$ cat src/rtl/input_debounce_pkg.sv
// Shared types and defaults for the input debouncer.
package input_debounce_pkg;

    // Per-bit debounce FSM: output agrees with sample, or a candidate change is being timed
    typedef enum logic {
        ST_STABLE   = 1'b0,
        ST_COUNTING = 1'b1
    } db_state_t;

    // 20 ms at a 50 MHz fabric clock
    localparam int DEBOUNCE_CYCLES_DEF = 1000000;

endpackage

$ cat src/rtl/input_debounce_bit.sv
// One debounced channel: 2-flop synchronizer, stable/counting FSM, registered edge pulse.
module debounce_bit
    import input_debounce_pkg::*;
#(
    parameter int   DEBOUNCE_CYCLES = DEBOUNCE_CYCLES_DEF,
    parameter logic RESET_LEVEL     = 1'b0,
    // 1: pulse only on a debounced 1->0 edge; 0: pulse on either edge
    parameter bit   PULSE_ON_FALL   = 1'b0
) (
    input  logic clk,
    input  logic reset,
    input  logic raw,
    output logic db,
    output logic pulse
);

    localparam int CW = $clog2(DEBOUNCE_CYCLES + 1);
    localparam logic [CW-1:0] CNT_MAX = CW'(DEBOUNCE_CYCLES);

    logic [1:0]    sync_q;
    logic          s;
    db_state_t     state_q, state_d;
    logic [CW-1:0] cnt_q, cnt_d;
    logic          db_q, db_d;
    logic          pulse_q, pulse_d;

    assign s = sync_q[1];

    // Synchronizer; reset to the idle level so reset never looks like an edge
    always_ff @(posedge clk) begin
        if (reset) sync_q <= {2{RESET_LEVEL}};
        else       sync_q <= {sync_q[0], raw};
    end

    // State, counter, debounced value and pulse registers
    always_ff @(posedge clk) begin
        if (reset) begin
            state_q <= ST_STABLE;
            cnt_q   <= '0;
            db_q    <= RESET_LEVEL;
            pulse_q <= 1'b0;
        end else begin
            state_q <= state_d;
            cnt_q   <= cnt_d;
            db_q    <= db_d;
            pulse_q <= pulse_d;
        end
    end

    // Next state: count consecutive differing samples; commit when the count reaches the limit
    always_comb begin
        state_d = state_q;
        cnt_d   = cnt_q;
        db_d    = db_q;
        pulse_d = 1'b0;
        case (state_q)
            ST_STABLE: begin
                cnt_d = '0;
                if (s != db_q) begin
                    state_d = ST_COUNTING;
                    cnt_d   = CW'(1);
                end
            end
            ST_COUNTING: begin
                if (s == db_q) begin
                    state_d = ST_STABLE;
                    cnt_d   = '0;
                end else if (cnt_q == CNT_MAX) begin
                    // Counter stops at CNT_MAX, so it can never wrap
                    state_d = ST_STABLE;
                    cnt_d   = '0;
                    db_d    = s;
                    pulse_d = PULSE_ON_FALL ? ~s : 1'b1;
                end else begin
                    cnt_d = cnt_q + CW'(1);
                end
            end
        endcase
    end

    assign db    = db_q;
    assign pulse = pulse_q;

endmodule

$ cat src/rtl/input_debounce.sv
// Debouncer for active-low push-buttons and slide switches feeding the PIO exports.
module input_debounce
    import input_debounce_pkg::*;
#(
    parameter int DEBOUNCE_CYCLES = DEBOUNCE_CYCLES_DEF,
    parameter int N_KEY           = 4,
    parameter int N_SW            = 4
) (
    input  logic             clk,
    input  logic             reset,
    input  logic [N_KEY-1:0] key_n_in,
    input  logic [N_SW-1:0]  sw_in,
    output logic [N_KEY-1:0] key_db_n,
    output logic [N_SW-1:0]  sw_db,
    output logic [N_KEY-1:0] key_press,
    output logic [N_SW-1:0]  sw_change
);

    // Buttons idle high and only report presses
    for (genvar i = 0; i < N_KEY; i++) begin : g_key
        debounce_bit #(
            .DEBOUNCE_CYCLES (DEBOUNCE_CYCLES),
            .RESET_LEVEL     (1'b1),
            .PULSE_ON_FALL   (1'b1)
        ) u_bit (
            .clk   (clk),
            .reset (reset),
            .raw   (key_n_in[i]),
            .db    (key_db_n[i]),
            .pulse (key_press[i])
        );
    end

    // Switches idle low and report every change
    for (genvar i = 0; i < N_SW; i++) begin : g_sw
        debounce_bit #(
            .DEBOUNCE_CYCLES (DEBOUNCE_CYCLES),
            .RESET_LEVEL     (1'b0),
            .PULSE_ON_FALL   (1'b0)
        ) u_bit (
            .clk   (clk),
            .reset (reset),
            .raw   (sw_in[i]),
            .db    (sw_db[i]),
            .pulse (sw_change[i])
        );
    end

endmodule
$ cat config.mk
export PLATFORM = sky130hd
export DESIGN_NAME = input_debounce
export DESIGN_NICKNAME = d
export VERILOG_FILES = /design/src/rtl/input_debounce_pkg.sv /design/src/rtl/input_debounce_bit.sv /design/src/rtl/input_debounce.sv
export SDC_FILE = /design/constraint.sdc
export NUM_CORES = 1
export LEC_CHECK = 0
export CORE_MARGIN = 3
export CORE_UTILIZATION = 46
export CTS_CLUSTER_DIAMETER = 40
export DETAILED_ROUTE_END_ITERATION = 10
export GPL_TIMING_DRIVEN = 0
export PLACE_DENSITY = 0.72
export SLEW_MARGIN = 25
export SYNTH_ARGS = -nofsm -noshare
export SYNTH_HDL_FRONTEND = slang
export SYNTH_SLANG_ARGS = --single-unit
$ cat constraint.sdc
create_clock -name clk -period 6 [get_ports clk]
set_clock_uncertainty 0.05 [all_clocks]
set_input_delay 1.8 -clock clk [delete_from_list [all_inputs] [get_ports clk]]
set_output_delay 1.8 -clock clk [all_outputs]
set_load 0.05 [all_outputs]
==> flow_summary.toml <==
[grt]
antenna_found_initial = 0
grt_max_degree = 19
grt_usage_pct = 17.1
first_global_vias = 6837
grt_overflow_total = 0
grt_pass1_wl_mm = 30.8

[routing]
drtIter0Drc = 291
ant_nets = 0
routedWlPerCell_um = 13.0
drc_errors = 0
dr_total_vias = 7260
first_pass_iters = 5
vias_per_cell = 5.39
routed_wl_mm = 17.5

[critical_path]
slowest_stage = "clkdlybuf4s50_1"
r2r_start = "g_sw[3].u_bit.cnt_q[0]"
slowest_delay_ps = 790
reg2regPathDepth = 7
crit_type = "reg2out"
cp_max_fo = 3
cp_top_family = "buffers and inverters"
critPathArrivalTime_ps = 1760
worst-path-stages = 2
crit_end = "sw_db[0]"
path_buf_inv = 2
r2r_slack_ps = 3510
crit_start = "g_sw[0].u_bit.db"
cp_cell_sequence = "buf_4, clkdlybuf4s50_1"
cp.required_ps = 4150
reg2reg_to = "g_sw[3].u_bit.cnt_q[4]"
end_kind = "primary output"
cp-start-kind = "flop"

[synth]
yosysSeqAreaShare_pct = 44.7
synth_top_family_by_area = "simple AND/OR/NAND/NOR gates"
syn-cell-area_um2 = 8960
synth_top_area_cell = "dfxtp_1"
synth_xor_area_share_pct = 9.97
async_reset_ff_share_pct = 0
yosysTopAreaCellShare_pct = 44.7
synthTopCellsByArea = "dfxtp_1 45%, xor2_1 6.6%, nor2_1 5.0%"
syn-instance-count = 1030
synth_seq_cells = 200
syn-num-nets = 1056
synth-edff-count = 0
synth_mux_area_share_pct = 0.223
ys_warn_count = 0
synth_cell_types = 46
avgSynthCellArea_um2 = 8.70
yosys_most_used_dff = "dfxtp_1"
synth_compound_area_share_pct = 8.77
synth_simple_gate_area_share_pct = 29.2
synthAdderAreaFrac_pct = 2.23
post-synth-top-count-cell = "dfxtp_1"
synth_common_cells = "200 x dfxtp_1, 120 x nor2_1, 68 x xor2_1"

[cells_and_area]
drive_above_1_share_pct = 6.81
design_area_um2 = 10100
diodes = 0
layout.nets = 1099
syn2layout_area_growth_pct = 13.2
fin_cells = 1346
final_util_pct = 53.7

[job]
cap_violations = 0

[place]
hpwlAfterDp_mm = 12.2
pre_cts_slack_ps = 2040
dp.cells = 1314
placed_area_um2 = 9530
gp_congestion = 0.849
port_buffers = 24

[sta]
period_share_pct = 60.2
worst_pin_slew_ps = 835
fmax_mhz = 277
grt_setup_unrepaired = "no"
hold_ws_ps = 362
finalSetupTns_ps = 0
relSlewSlack_pct = 44.2
hold_viol = 0
worst_slack_ps = 2390
finalCriticalPeriod_ps = 3610
slew_violations = 0
setup_viol = 0

[clock_network]
hold_buffers = 0
cts_num_sinks = 200
numCtsBuffers = 17
clockRootBuffer = "clkbuf_16"
htree_levels = 4
clockBufferDepth = 2
cts_tree = "built"
postCtsSetupBuffers = 0
clk_pin_slew_worst_paths_ps = 70
clock_latency_ps = 430
cts.repair.resized = 0

[power]
combPwrFrac_pct = 1.1
ir_drop_mv = 0.228
p_total_mw = 2.56
p_sw_share_pct = 21.2
p_seq_share_pct = 52.3
clockPowerShare_pct = 46.6
p_sw_uw = 543
leakagePower_nw = 3.11
power.internal_mw = 2.02
powerDensity_nw_per_um2 = 252

[die]
dieArea_um2 = 21200
die_h_um = 146
core-area_um2 = 18900
num_io_pins = 26
rows = 50
fp.dieW_um = 146
start_util_pct = 47.4

[status]
outcome = "completed"

[worst_hold_path]
hold_path_class = "reg2reg"
## worst reg2reg max path: cells and delay by family (launching register included)
kind / cells / cell delay, ps
AOI/OAI and AO/OA: 1 / 680
adders and majority gates: 1 / 140
buffers and inverters: 2 / 510
DFF: 1 / 330
and+or+nand+nor: 3 / 650
## cell type report
type | count | area [µm²]
Buffer | 52 | 270
Clock buffer | 18 | 429
Clock inverter | 14 | 185
Tap cell | 260 | 325
Sequential cell | 200 | 4000
Multi-Input combinational cell | 732 | 4510
Inverter | 46 | 173
Fill cell | 1791 | 8750
Timing Repair Buffer | 24 | 240
## power groups by stage
stage / Combinational, mW / Clock, mW / Sequential (mW)
6_report: 0.0273 / 1.19 / 1.34
5_1_grt: 0.0310 / 1.27 / 1.34
4_1_cts: 0.0277 / 1.23 / 1.34
3_5_place_dp: 0.0276 / 0 / 1.37
3_3_place_gp: 0.0271 / 0 / 1.37
2_1_floorplan: 0.0156 / 0 / 1.37
## routing by layer
layer,GRT usage (%),vias to the layer above,share of wire [%]
met3,3.46,26,3.0
met1,22.3,3399,49
met5,0,-,0
li1,-,3724,-
met4,6.27,0,1.6
met2,28.1,111,47
## cell usage in the layout, fill, tap and decap left out, types with 9 or more instances in the layout
cell             netlist  routed
dfxtp_1              200     200
nor3_1                15      15
buf_4                 17      17
xor2_1                68      68
and4_1                15      15
o31ai_1               24      24
and2_1                14      14
clkdlybuf4s50_1        0      24
clkbuf_1              25      26
and3_1                20      20
o21ai_0               34      34
xnor2_1               34      34
nand4_1               44      44
nor4b_1               14      14
nor2b_1                9       9
nand3_1               61      61
nand2_1               63      63
a21oi_1               58      58
or4_1                 27      27
buf_2                  9       9
or3_1                 30      30
nor4_1                18      18
or2_2                  9       9
clkbuf_16              0      17
ha_1                  16      16
nor2_1               120     120
inv_1                 46      46
## flip-flops by register name (all words and copies together), names as in the netlist
signal,cells
g_sw.u_bit.state_q,4
g_sw.u_bit.pulse,4
g_key.u_bit.db,4
g_key.u_bit.sync_q,8
g_key.u_bit.state_q,4
g_sw.u_bit.db,4
g_sw.u_bit.cnt_q,80
g_sw.u_bit.sync_q,8
g_key.u_bit.cnt_q,80
g_key.u_bit.pulse,4
## worst min-delay path by stage
| stage | start | slack, ps | end | depth (start not counted) |
|---|---|---|---|---|
| finish | g_key[1].u_bit.sync_q[0] | 360 | g_key[1].u_bit.sync_q[1] | 1 |
| global route | g_key[1].u_bit.sync_q[0] | 380 | g_key[1].u_bit.sync_q[1] | 1 |
| global placement | g_key[1].u_bit.sync_q[0] | 340 | g_key[1].u_bit.sync_q[1] | 1 |
| detailed placement | g_key[1].u_bit.sync_q[0] | 350 | g_key[1].u_bit.sync_q[1] | 1 |
| CTS | g_key[1].u_bit.sync_q[0] | 360 | g_key[1].u_bit.sync_q[1] | 1 |
| floorplan | g_key[0].u_bit.sync_q[0] | 340 | g_key[0].u_bit.sync_q[1] | 1 |
## kinds of logic (layout without fill, tap and decap cells)
family	Yosys count	count (layout)
AO/OA/AOI/OAI	133	133
XOR/XNOR	102	102
adder cells (fa/ha/maj)	16	16
buffers and inverters	98	154
flip-flops	200	200
multiplexers	2	2
AND/OR/NAND/NOR	479	479
Power figures use the tool's default switching activity.
